[config.mk]
export PLATFORM = sky130hd
export DESIGN_NAME = bin2bcd_seq
export DESIGN_NICKNAME = d
export VERILOG_FILES = /design/src/rtl/bin2bcd_pkg.sv /design/src/rtl/bin2bcd_seq_bcd_add3.sv /design/src/rtl/bin2bcd_seq.sv
export SDC_FILE = /design/constraint.sdc
export NUM_CORES = 1
export LEC_CHECK = 0
export ABC_CLOCK_PERIOD_IN_PS = 1380
export BUFFER_PORTS_ARGS = -buffer_cell sky130_fd_sc_hd__buf_4
export CORE_MARGIN = 2
export CORE_UTILIZATION = 34
export CTS_CLUSTER_SIZE = 28
export DETAILED_ROUTE_END_ITERATION = 6
export GPL_ROUTABILITY_DRIVEN = 1
export HOLD_SLACK_MARGIN = 0.05
export PLACE_DENSITY = 0.54
export REMOVE_ABC_BUFFERS = 1
export SLEW_MARGIN = 25
export SYNTH_ARGS = -nofsm -noshare
export SYNTH_HDL_FRONTEND = slang
export SYNTH_HIERARCHICAL = 1
export SYNTH_SLANG_ARGS = --single-unit
export TNS_END_PERCENT = 10
[constraint.sdc]
create_clock -name clk -period 1.38 [get_ports clk]
set_input_delay 0.069 -clock clk [delete_from_list [all_inputs] [get_ports clk]]
set_output_delay 0.069 -clock clk [all_outputs]
set_load 0.05 [all_outputs]
[src/rtl/bin2bcd_pkg.sv]
// Shared constants and state encoding for the sequential binary-to-BCD converter.
package bin2bcd_pkg;

  typedef enum logic [1:0] {
    IDLE   = 2'd0,
    SHIFT  = 2'd1,
    FINISH = 2'd2
  } state_t;

  localparam int           DIG_W     = 6;
  localparam int           MAX_VAL   = 999;
  localparam logic [5:0]   DIGIT_ERR = 6'd15;

endpackage

[src/rtl/bin2bcd_seq_bcd_add3.sv]
// Double-dabble nibble corrector: adds 3 to a BCD nibble of 5 or more before the shift.
module bcd_add3 (
  input  logic [3:0] nib_in,
  output logic [3:0] nib_out
);

  assign nib_out = (nib_in >= 4'd5) ? nib_in + 4'd3 : nib_in;

endmodule

[src/rtl/bin2bcd_seq.sv]
// Iterative shift-add-3 binary-to-BCD converter driving three 7-segment digit decoders.
// One conversion takes DATA_W shift cycles plus one finish cycle; out-of-range values show DIGIT_ERR.
module bin2bcd_seq #(
  parameter int         DATA_W    = 10,
  parameter int         MAX_VAL   = bin2bcd_pkg::MAX_VAL,
  parameter logic [5:0] DIGIT_ERR = bin2bcd_pkg::DIGIT_ERR
) (
  input  logic              clk,
  input  logic              rst_n,
  input  logic              start,
  input  logic [DATA_W-1:0] bin_in,
  output logic              busy,
  output logic              done,
  output logic              ovf,
  output logic [5:0]        dig_ones,
  output logic [5:0]        dig_tens,
  output logic [5:0]        dig_hund
);

  import bin2bcd_pkg::*;

  localparam int CNT_W = $clog2(DATA_W + 1);

  state_t            state_q, state_d;
  logic [DATA_W-1:0] bin_q, bin_d;
  logic [11:0]       bcd_q, bcd_d;
  logic [CNT_W-1:0]  cnt_q, cnt_d;
  logic              ovf_pend_q, ovf_pend_d;
  logic              done_q, done_d;
  logic              ovf_q, ovf_d;
  logic [5:0]        ones_q, ones_d;
  logic [5:0]        tens_q, tens_d;
  logic [5:0]        hund_q, hund_d;
  logic [11:0]       bcd_corr;

  bcd_add3 u_add3_ones (.nib_in(bcd_q[3:0]),  .nib_out(bcd_corr[3:0]));
  bcd_add3 u_add3_tens (.nib_in(bcd_q[7:4]),  .nib_out(bcd_corr[7:4]));
  bcd_add3 u_add3_hund (.nib_in(bcd_q[11:8]), .nib_out(bcd_corr[11:8]));

  always_comb begin
    state_d    = state_q;
    bin_d      = bin_q;
    bcd_d      = bcd_q;
    cnt_d      = cnt_q;
    ovf_pend_d = ovf_pend_q;
    done_d     = 1'b0;
    ovf_d      = ovf_q;
    ones_d     = ones_q;
    tens_d     = tens_q;
    hund_d     = hund_q;

    unique case (state_q)
      IDLE: begin
        if (start) begin
          bin_d      = bin_in;
          bcd_d      = '0;
          cnt_d      = CNT_W'(DATA_W);
          ovf_pend_d = ({{(32-DATA_W){1'b0}}, bin_in} > 32'(MAX_VAL));
          state_d    = SHIFT;
        end
      end
      SHIFT: begin
        bcd_d      = {bcd_corr[10:0], bin_q[DATA_W-1]};
        bin_d      = {bin_q[DATA_W-2:0], 1'b0};
        cnt_d      = cnt_q - 1'b1;
        // A carry out of the hundreds nibble can only come from an out-of-range input.
        ovf_pend_d = ovf_pend_q | bcd_corr[11];
        if (cnt_q == CNT_W'(1)) begin
          state_d = FINISH;
        end
      end
      FINISH: begin
        done_d  = 1'b1;
        ovf_d   = ovf_pend_q;
        state_d = IDLE;
        if (ovf_pend_q) begin
          ones_d = DIGIT_ERR;
          tens_d = DIGIT_ERR;
          hund_d = DIGIT_ERR;
        end else begin
          ones_d = {{(DIG_W-4){1'b0}}, bcd_q[3:0]};
          tens_d = {{(DIG_W-4){1'b0}}, bcd_q[7:4]};
          hund_d = {{(DIG_W-4){1'b0}}, bcd_q[11:8]};
        end
      end
      default: state_d = IDLE;
    endcase
  end

  always_ff @(posedge clk or negedge rst_n) begin
    if (!rst_n) begin
      state_q    <= IDLE;
      bin_q      <= '0;
      bcd_q      <= '0;
      cnt_q      <= '0;
      ovf_pend_q <= 1'b0;
      done_q     <= 1'b0;
      ovf_q      <= 1'b0;
      ones_q     <= '0;
      tens_q     <= '0;
      hund_q     <= '0;
    end else begin
      state_q    <= state_d;
      bin_q      <= bin_d;
      bcd_q      <= bcd_d;
      cnt_q      <= cnt_d;
      ovf_pend_q <= ovf_pend_d;
      done_q     <= done_d;
      ovf_q      <= ovf_d;
      ones_q     <= ones_d;
      tens_q     <= tens_d;
      hund_q     <= hund_d;
    end
  end

  assign busy     = (state_q != IDLE);
  assign done     = done_q;
  assign ovf      = ovf_q;
  assign dig_ones = ones_q;
  assign dig_tens = tens_q;
  assign dig_hund = hund_q;

endmodule

==> flow_metrics.env, run 1 <==
export IMPL_cp_slowest_cell="dfrtp_1"
export IMPL_synthFlopType="dfrtp_1"
export IMPL_setup_viol=0
export IMPL_crit_required_ns=1.31
export IMPL_crit_buf_inv=2
export IMPL_grt_use_total=0.1339
export IMPL_via_per_inst=4.591
export IMPL_cp_depth=3
export IMPL_irDropWorstVdd_mv=1.093
export IMPL_synth_top_area_frac=0.4897
export IMPL_cts_path_max_buffers=2
export IMPL_drc_errors=0
export IMPL_place_gp_congestion=0.7699
export IMPL_grt_pass1_vias=1699
export IMPL_n_antenna_cell=0
export IMPL_cp_max_fo=6
export IMPL_p_leak_nw=1.359
export IMPL_cap_violations=0
export IMPL_worst_clock_skew_ns=0.005062
export IMPL_endpoint_kind="output pin"
export IMPL_synth_top_area_cell="dfrtp_1"
export IMPL_cts_max_level=2
export IMPL_regToRegSetupSlack_ns=0.03
export IMPL_worstMarginPinSlew_ns=0.5492
export IMPL_synth_area_per_cell_um2=9.079
export IMPL_dp_worst_setup_slack_ns=-0.1759
export IMPL_final_cells=372
export IMPL_whs_path_depth=5
export IMPL_via_count=1708
export IMPL_final_cell_area_um2=2831
export IMPL_ant_nets=0
export IMPL_grt_overflow_total=0
export IMPL_path_class="reg2out"
export IMPL_synth_area_um2=2197
export IMPL_period_needed_ns=1.364
export IMPL_port_buffers=27
export IMPL_yosysSeqAreaShare=0.4897
export IMPL_antenna_found_initial=0
export IMPL_cts_made_buffers=5
export IMPL_ys_warn_count=6
export IMPL_synth_edf_count=0
export IMPL_tritoncts="built"
export IMPL_root_buffer="clkbuf_8"
export IMPL_final_nets=315
export IMPL_busiest_layer="met2"
export IMPL_initial_core_util=0.3480
export IMPL_grt_max_degree=44
export IMPL_drive_gt1_frac=0.2610
export IMPL_drtIter0Drc=42
export IMPL_crit_chain="buf_4 -> or2_2 -> buf_6"
export IMPL_die_area_um2=7121
export IMPL_core_area_um2=6314
export IMPL_setup_slack_ns=0.01625
export IMPL_rsz0062_at_grt="true"
export IMPL_crit_path_max_incr_delay_ns=0.39
export IMPL_cp_arrival_ns=1.29
export IMPL_grt_use_met1=0.1773
export IMPL_numPlacedInstances=351
export IMPL_r2r_cells=6
export IMPL_io_pins=34
export IMPL_die_w_um=84.39
export IMPL_wl_per_cell_um=11.58
export IMPL_outcome="finished, final reports clean"
export IMPL_synth_cell_types=32
export IMPL_grtUsageMet2=0.2157
export IMPL_slew_viol_final=0
export IMPL_critPathTopFamily="flip-flops"
export IMPL_powerDensity_nw_per_um2=2399
export IMPL_first_pass_iters=5
export IMPL_clock_latency_ns=0.29
export IMPL_hp_class="in2reg"
export IMPL_chipHeight_um=84.39
export IMPL_ys_ff_latch=43
export IMPL_rows=29
export IMPL_crit_path_start_kind="register"
export IMPL_grt_pass1_wl_um=7679
export IMPL_syn_inst=242
export IMPL_post_route_period_util=0.9882
export IMPL_final_util=0.4485
export IMPL_drt_wl_total_um=4307
export IMPL_grt_util_met3=0.03147
export IMPL_clkTransAtPathRegs_ns=0.08
export IMPL_syn2layout_area_growth_pct=28.87
export IMPL_async_flop_share=1.000
export IMPL_relSlewSlack=0.6339
export IMPL_yosys_top_cells_area="dfrtp_1 (49%), nand2_1 (12%), o21ai_0 (5.0%)"
export IMPL_hpwl_um=2972
export IMPL_max_freq_mhz=733.3
export IMPL_hold_violations=0
export IMPL_cts_sinks=43
export IMPL_placed_cell_area_um2=2520
export IMPL_nFillCells=655
[final timing paths]
check                                  startpoint                   end
max                        state_q[1]$_DFFE_PN0P_                  busy
min                                         start  bin_q[4]$_DFFE_PN0P_
max reg2reg                  bcd_q[4]$_DFFE_PN0P_  bcd_q[6]$_DFFE_PN0P_
min reg2reg                  bin_q[8]$_DFFE_PN0P_  bin_q[8]$_DFFE_PN0P_
max in group asynchronous                   rst_n  bcd_q[4]$_DFFE_PN0P_
min in group asynchronous                   rst_n  bin_q[6]$_DFFE_PN0P_
[flip-flops by register name (all words and copies together), names as in the netlist, 2 cells and up]
signal    cells
bin_q        10
cnt_q         4
bcd_q        12
state_q       2
dig_ones      4
dig_hund      4
dig_tens      4
[synth_stat cells (2+ instances only)]
master / n
a21oi_2: 3
a22oi_1: 9
buf_4: 10
buf_6: 5
dfrtp_1: 43
ha_1: 8
inv_1: 9
mux2i_1: 3
nand2_1: 70
nand2b_1: 8
nand3b_1: 2
nor2_1: 17
o21ai_0: 22
o21ai_1: 13
xnor2_1: 3
[report_power, final]
part	leakage (nW)	switching (mW)	internal (mW)
sequential	0.547	0.489	1.82
clock	0.0422	0.417	0.356
combinational	0.770	2.16	1.56
[layout by cell type, fill, tap and decap left out, types with 2 or more instances in the layout]
cell,Yosys,layout
conb_1,1,6
xnor2_1,3,3
dfrtp_1,43,42
inv_1,9,4
buf_4,10,44
a21oi_4,0,2
nand2b_1,8,5
nor2_1,17,17
nand2b_4,0,3
dlygate4sd3_1,0,11
o21ai_0,22,19
inv_2,0,5
nand2_1,70,70
ha_4,0,3
mux2i_1,3,3
clkbuf_8,0,5
ha_1,8,3
ha_2,0,2
a22oi_1,9,9
o21ai_1,13,16
clkbuf_1,1,2
buf_12,0,2
nand3b_1,2,2
[final cells by class]
class / count / area (um^2) / share of cell area
Tap cell: 77 / 96.34 / 0.03403
Inverter: 9 / 33.78 / 0.01193
Multi-Input combinational cell: 177 / 1051 / 0.3712
Clock buffer: 7 / 76.32 / 0.02696
Clock inverter: 1 / 5.005 / 0.001768
Sequential cell: 43 / 1077 / 0.3805
Timing Repair Buffer: 58 / 491.7 / 0.1737
[stage by stage]
stage                     hold slack, ns  total power, mW  setup TNS [ns]
after floorplan                  -0.2266            4.527          -8.062
after global placement            0.1100            5.663          -1.061
after detailed placement          0.1030            5.716          -2.031
after CTS                         0.2145            6.575        -0.06093
after global routing              0.2346            7.419         -0.4678
final                             0.2268            6.793               0
[tightest hold or removal path, stage by stage]
cell      delay (ns)
buf_4           0.09
o21bai_2        0.05
buf_4           0.16
nand2_1         0.07
nand2_1         0.04
[what timing repair did]
action / 4_1_cts / 5_1_grt
hold endpoints to repair: 54 / 0
gates resized for setup: 3 / 23
cloned: 0 / 0
setup buffers: 1 / 1
hold buffers: 11 / 0
endpoints found under the setup margin: 24 / 15
pin swaps: 3 / 6
[routing by layer]
layer	part of all wire	wire length, um
met2	0.46	1962
met5	0	0
met1	0.49	2089
met4	0.015	63
met3	0.044	191
[logic make-up after synthesis]
| family | after synthesis | synth area share |
|---|---|---|
| buffers and inverters | 27 | 0.08598 |
| other | 1 | 0.001707 |
| muxes | 4 | 0.01879 |
| AOI/OAI and AO/OA | 54 | 0.1503 |
| and+or+nand+nor | 102 | 0.1959 |
| xor gates and xnor gates | 3 | 0.01196 |
| DFF | 43 | 0.4897 |
| adders and majority gates | 8 | 0.04556 |
Power figures use the tool's default switching activity.
==> run 2, diff against run 1 <==
ABC_CLOCK_PERIOD_IN_PS = 1100   (was 1380)
clock period = 1.1 ns   (was 1.38 ns; I/O delays follow)
==> run 2 against run 1 <==
  * The run now ends with negative setup slack left
  * Hold slack lost 0.032 ns
  * Via count grew 4.3%
  * Global-route usage grew 0.66 points
  * Clock skew grew 0.0022 ns
  * Die area is the same
  * Register-to-register slack lost 0.25 ns
  * Worst setup slack lost 0.27 ns
==> flow_metrics.env, run 2 (synthesized netlist as in run 1, its figures left out) <==
export IMPL_rows=29
export IMPL_cts_max_level=2
export IMPL_violations="negative setup slack"
export IMPL_drtIter0Drc=71
export IMPL_syn2layout_area_growth_pct=38.78
export IMPL_die_area_um2=7121
export IMPL_r2r_cells=5
export IMPL_cts_path_max_buffers=2
export IMPL_irDropWorstVdd_mv=1.699
export IMPL_regToRegSetupSlack_ns=-0.22
export IMPL_via_count=1782
export IMPL_grt_max_degree=44
export IMPL_cts_made_buffers=5
export IMPL_ant_nets=0
export IMPL_crit_path_start_kind="register"
export IMPL_worst_clock_skew_ns=0.007283
export IMPL_via_per_inst=4.581
export IMPL_drc_errors=0
export IMPL_cts_sinks=43
export IMPL_top_register="bcd_q"
export IMPL_root_buffer="clkbuf_8"
export IMPL_rsz0062_at_grt="true"
export IMPL_final_common_cell="nand2_1"
export IMPL_core_area_um2=6314
export IMPL_p_leak_nw=1.478
export IMPL_cp_arrival_ns=1.30
export IMPL_n_antenna_cell=0
export IMPL_dp_worst_setup_slack_ns=-0.2609
export IMPL_crit_path_max_incr_delay_ns=0.39
export IMPL_drt_wl_total_um=4559
export IMPL_final_nets=332
export IMPL_hold_violations=0
export IMPL_die_w_um=84.39
export IMPL_critPathTopFamily="flip-flops"
export IMPL_grt_pass1_vias=1789
export IMPL_max_freq_mhz=738.9
export IMPL_cp_slowest_cell="dfrtp_1"
export IMPL_whs_path_depth=4
export IMPL_grt_use_total=0.1405
export IMPL_setup_slack_ns=-0.2534
export IMPL_chipHeight_um=84.39
export IMPL_path_common_cell="buf_6"
export IMPL_tritoncts="built"
export IMPL_totalPowerFinal_mw=9.494
export IMPL_antenna_found_initial=0
export IMPL_hp_class="in2reg"
export IMPL_crit_buf_inv=3
export IMPL_initial_core_util=0.3480
export IMPL_port_buffers=27
export IMPL_grt_pass1_wl_um=8038
export IMPL_wl_per_cell_um=11.72
export IMPL_path_class="reg2out"
export IMPL_post_route_period_util=1.230
export IMPL_drive_gt1_frac=0.3301
export IMPL_crit_chain="buf_6 -> buf_6 -> or2_4 -> buf_8"
export IMPL_outcome="finished, violations left"
export IMPL_place_gp_congestion=0.7463
export IMPL_cp_max_fo=3
export IMPL_worstMarginPinSlew_ns=0.5549
export IMPL_holdPathEnd="bin_q[4]$_DFFE_PN0P_"
export IMPL_hpwl_um=3247
export IMPL_final_util=0.4830
export IMPL_most_common_layout_cells="nand2_1 (70), buf_4 (55), dfrtp_1 (42)"
export IMPL_min_from="start"
export IMPL_grt_overflow_total=0
export IMPL_rr_startpoint="state_q[1]$_DFFE_PN0P_"
export IMPL_clock_latency_ns=0.30
export IMPL_largest_reg_flops=12
export IMPL_reg2reg_to="ovf_pend_q$_DFFE_PN0P_"
export IMPL_crit_required_ns=1.04
export IMPL_powerDensity_nw_per_um2=3114
export IMPL_clkTransAtPathRegs_ns=0.08
export IMPL_cap_violations=0
export IMPL_setup_viol=43
export IMPL_top_regs="bcd_q (12), bin_q (10)"
export IMPL_io_pins=34
export IMPL_slew_viol_final=0
export IMPL_first_pass_iters=4
export IMPL_period_needed_ns=1.353
export IMPL_endpoint_kind="output pin"
export IMPL_relSlewSlack=0.6301
[run 2: routing by layer]
| metal | part of all wire | up-vias | global-route usage |
|---|---|---|---|
| met5 | 0 | - | 0 |
| li1 | - | 916 | - |
| met3 | 0.046 | 6 | 0.02753 |
| met4 | 0.016 | 0 | 0.05628 |
| met1 | 0.48 | 825 | 0.1813 |
| met2 | 0.46 | 35 | 0.2330 |
[run 2: per-stage QoR]
stage	instance area [um^2]	hold WS, ns	instances	setup TNS, ns
global placement	2620	0.09557	366	-5.616
detailed placement	2620	0.09043	366	-5.930
global route	3049	0.1983	389	-8.778
floorplan	2061	-0.2406	229	-17.47
finish	3049	0.1952	389	-5.130
CTS	2948	0.1906	387	-6.322
[run 2: worst max path at each step]
stage,cells past startpoint,from,end,slack (ns)
3_5_place_dp,6,bcd_q[0]$_DFFE_PN0P_,bcd_q[2]$_DFFE_PN0P_,-0.26
3_3_place_gp,4,state_q[1]$_DFFE_PN0P_,bcd_q[1]$_DFFE_PN0P_,-0.23
6_report,4,state_q[0]$_DFFE_PN0P_,busy,-0.25
2_1_floorplan,3,state_q[1]$_DFFE_PN0P_,ovf_pend_q$_DFFE_PN0P_,-0.64
4_1_cts,4,state_q[0]$_DFFE_PN0P_,busy,-0.28
5_1_grt,5,state_q[1]$_DFFE_PN0P_,ovf_pend_q$_DFFE_PN0P_,-0.31
[run 2: final cells by class]
cell class              count  area (um^2)
repair buffers             75        636.9
clock buffers               6        82.58
flip-flops and latches     43         1077
well taps                  77        96.34
clock inverters             2        35.03
fillers                   616         3264
multi-input cells         177         1087
inverters                   9        33.78
[run 2: power by group]
group | leakage [nW] | internal [mW] | total [mW] | switching [mW]
Sequential | 0.547 | 2.28 | 2.83 | 0.547
Combinational | 0.869 | 2.43 | 5.38 | 2.95
Clock | 0.0612 | 0.735 | 1.29 | 0.551
[run 2: worst reg2reg max path: stages, from the launching register on]
cell and delay (ns):
dfrtp_1 0.40, buf_6 0.14, nor3b_4 0.26, buf_6 0.23
o2111ai_2 0.16, o21ai_2 0.07
[run 2: what timing repair did]
action / CTS / global route
pin swaps: 5 / 5
setup endpoints to repair: 43 / 44
hold endpoints to repair: 54 / 0
hold buffers: 11 / 0
gates resized for setup: 20 / 28
buffers inserted: 2 / 2
==> run 3, diff against run 2 <==
CELL_PAD_IN_SITES_DETAIL_PLACEMENT = 1   (was default)
CELL_PAD_IN_SITES_GLOBAL_PLACEMENT = 1   (was default)
PLACE_DENSITY = 0.68   (was 0.54)
==> run 3 against run 2 <==
  * The run still ends with negative setup slack left
  * Non-clock buffer count did not move
  * Worst setup slack improved by 0.013 ns
  * Clock power rose by 18%
  * Hold slack got worse by 0.025 ns
  * Via count rose by 5.3%
  * Sequential power rose by 3%
  * First-iteration DRC count fell by 28%
  * Critical path type is now reg2reg
  * Largest cell class unchanged
==> flow_metrics.env, run 3 (synthesized netlist as in run 1, its figures left out) <==
export IMPL_io_pins=34
export IMPL_place_gp_congestion=0.7321
export IMPL_port_buffers=27
export IMPL_first_pass_iters=4
export IMPL_crit_required_ns=1.35
export IMPL_crit_path_max_incr_delay_ns=0.43
export IMPL_p_leak_nw=1.490
export IMPL_top_register="bcd_q"
export IMPL_critPathTopFamily="flip-flops"
export IMPL_clock_latency_ns=0.31
export IMPL_syn2layout_area_growth_pct=41.23
export IMPL_most_common_layout_cells="nand2_1 (69), buf_4 (56), dfrtp_1 (39)"
export IMPL_wl_per_cell_um=14.41
export IMPL_cp_slowest_cell="dfrtp_1"
export IMPL_tritoncts="built"
export IMPL_hold_violations=0
export IMPL_rows=29
export IMPL_largest_reg_flops=12
export IMPL_combPwrFrac=0.564
export IMPL_endpoint_kind="register"
export IMPL_cap_violations=0
export IMPL_irDropWorstVdd_mv=1.433
export IMPL_via_count=1877
export IMPL_ant_nets=0
export IMPL_final_common_cell="nand2_1"
export IMPL_grt_max_degree=44
export IMPL_power_switching_mw=4.405
export IMPL_cts_max_level=2
export IMPL_outcome="finished, violations left"
export IMPL_nFillCells=727
export IMPL_p_int_mw=5.756
export IMPL_top_regs="bcd_q (12), bin_q (10)"
export IMPL_clockPowerShare=0.150
export IMPL_grt_use_total=0.1703
export IMPL_multi_input_area_um2=1109
export IMPL_clkTransAtPathRegs_ns=0.09
export IMPL_hpwl_um=3721
export IMPL_cp_arrival_ns=1.59
export IMPL_n_antenna_cell=0
export IMPL_via_per_inst=4.825
export IMPL_grt_overflow_total=0
export IMPL_final_cells=389
export IMPL_hp_class="in2reg"
export IMPL_powerDensity_nw_per_um2=3275
export IMPL_area_sequential_um2=1081
export IMPL_root_buffer="clkbuf_8"
export IMPL_relSlewSlack=0.6272
export IMPL_cts_sinks=43
export IMPL_grt_pass1_vias=1981
export IMPL_period_needed_ns=1.340
export IMPL_max_freq_mhz=746.2
export IMPL_setup_slack_ns=-0.2402
export IMPL_crit_chain="ha_2 -> nand2b_4 -> a21oi_4 -> mux2i_1 -> nand2_1 -> o21ai_2"
export IMPL_die_w_um=84.39
export IMPL_drtIter0Drc=51
export IMPL_rsz0062_at_grt="true"
export IMPL_chipHeight_um=84.39
export IMPL_cts_path_max_buffers=2
export IMPL_slew_viol_final=0
export IMPL_cts_made_buffers=5
export IMPL_crit_buf_inv=0
export IMPL_power_frac_seq=0.286
export IMPL_worst_clock_skew_ns=0.008840
export IMPL_grt_pass1_wl_um=9542
export IMPL_drc_errors=0
export IMPL_setup_viol=28
export IMPL_regToRegSetupSlack_ns=-0.24
export IMPL_worstMarginPinSlew_ns=0.5591
export IMPL_drt_wl_total_um=5606
export IMPL_core_area_um2=6314
export IMPL_drive_gt1_frac=0.3622
export IMPL_path_class="reg2reg"
export IMPL_violations="negative setup slack"
export IMPL_die_area_um2=7121
export IMPL_crit_path_start_kind="register"
export IMPL_post_route_period_util=1.218
export IMPL_numPlacedInstances=365
export IMPL_totalPowerFinal_mw=10.16
export IMPL_switching_share=0.4336
export IMPL_final_nets=332
export IMPL_initial_core_util=0.3480
export IMPL_antenna_found_initial=0
export IMPL_cp_max_fo=4
==> run 3: changes by cell type in the layout (fill, tap and decap cells not counted), sizes merged <==
cell / before / now
clkinv: 1 / 0
bufinv: 1 / 2
clkbuf: 6 / 5
clkinvlp: 0 / 1
==> run 3: path summary, 6_finish.rpt <==
check                                         from                      end  cells past startpoint
max                           bcd_q[0]$_DFFE_PN0P_     bcd_q[2]$_DFFE_PN0P_                      6
min                                          start     bin_q[5]$_DFFE_PN0P_                      4
max reg2reg                   bcd_q[0]$_DFFE_PN0P_     bcd_q[2]$_DFFE_PN0P_                      6
min reg2reg                dig_tens[1]$_DFFE_PN0P_  dig_tens[1]$_DFFE_PN0P_                      2
max in group asynchronous                    rst_n     bcd_q[4]$_DFFE_PN0P_                      2
min in group asynchronous                    rst_n     bin_q[6]$_DFFE_PN0P_                      2
==> run 3: area by class of cell <==
type,instances,area share
Multi-Input combinational cell,177,0.3573
Clock inverter,3,0.02177
Timing Repair Buffer,75,0.2085
Inverter,9,0.01089
Sequential cell,43,0.3484
Clock buffer,5,0.02218
Tap cell,77,0.03105
==> run 3: what timing repair did <==
item                                    CTS  global route
resized for setup                        31            30
hold buffers                             11             0
endpoints found under the setup margin   42            43
endpoints found under the hold margin    53             0
pin swaps                                 8             4
setup buffers                             4             1
==> run 3: worst reg2reg max path: cells and delay by family (launching register included) <==
family	cells	cell delay [ns]
AO/OA/AOI/OAI	2	0.23
adder cells (fa/ha/maj)	1	0.19
flip-flops	1	0.43
multiplexers	1	0.19
AND/OR/NAND/NOR	2	0.23
==> run 3: routing by layer <==
metal	global-route usage	routed length [um]
met5	0	0
met4	0.05628	68
met3	0.03835	194
met2	0.3081	2928
met1	0.1993	2415
==> run 3: power groups by stage <==
stage	clock network [mW]	logic, mW	registers (mW)
final	1.52	5.73	2.91
after detailed placement	0	4.94	2.86
after global routing	1.64	6.27	3.03
after CTS	1.55	5.47	2.89
after global placement	0	4.77	2.81
after floorplan	0	2.07	3.61
==> run 3: per-stage QoR <==
| stage | hold slack [ns] | area (um^2) | setup slack [ns] | util | setup TNS [ns] |
|---|---|---|---|---|---|
| floorplan | -0.2406 | 2061 | -0.6412 | - | -17.47 |
| global placement | 0.09110 | 2638 | -0.2230 | 0.4178 | -3.758 |
| detailed placement | 0.09990 | 2638 | -0.3152 | 0.4178 | -5.360 |
| CTS | 0.1840 | 3023 | -0.2292 | 0.4788 | -4.079 |
| global route | 0.1763 | 3103 | -0.3233 | 0.4915 | -5.167 |
| finish | 0.1705 | 3103 | -0.2402 | 0.4915 | -2.912 |
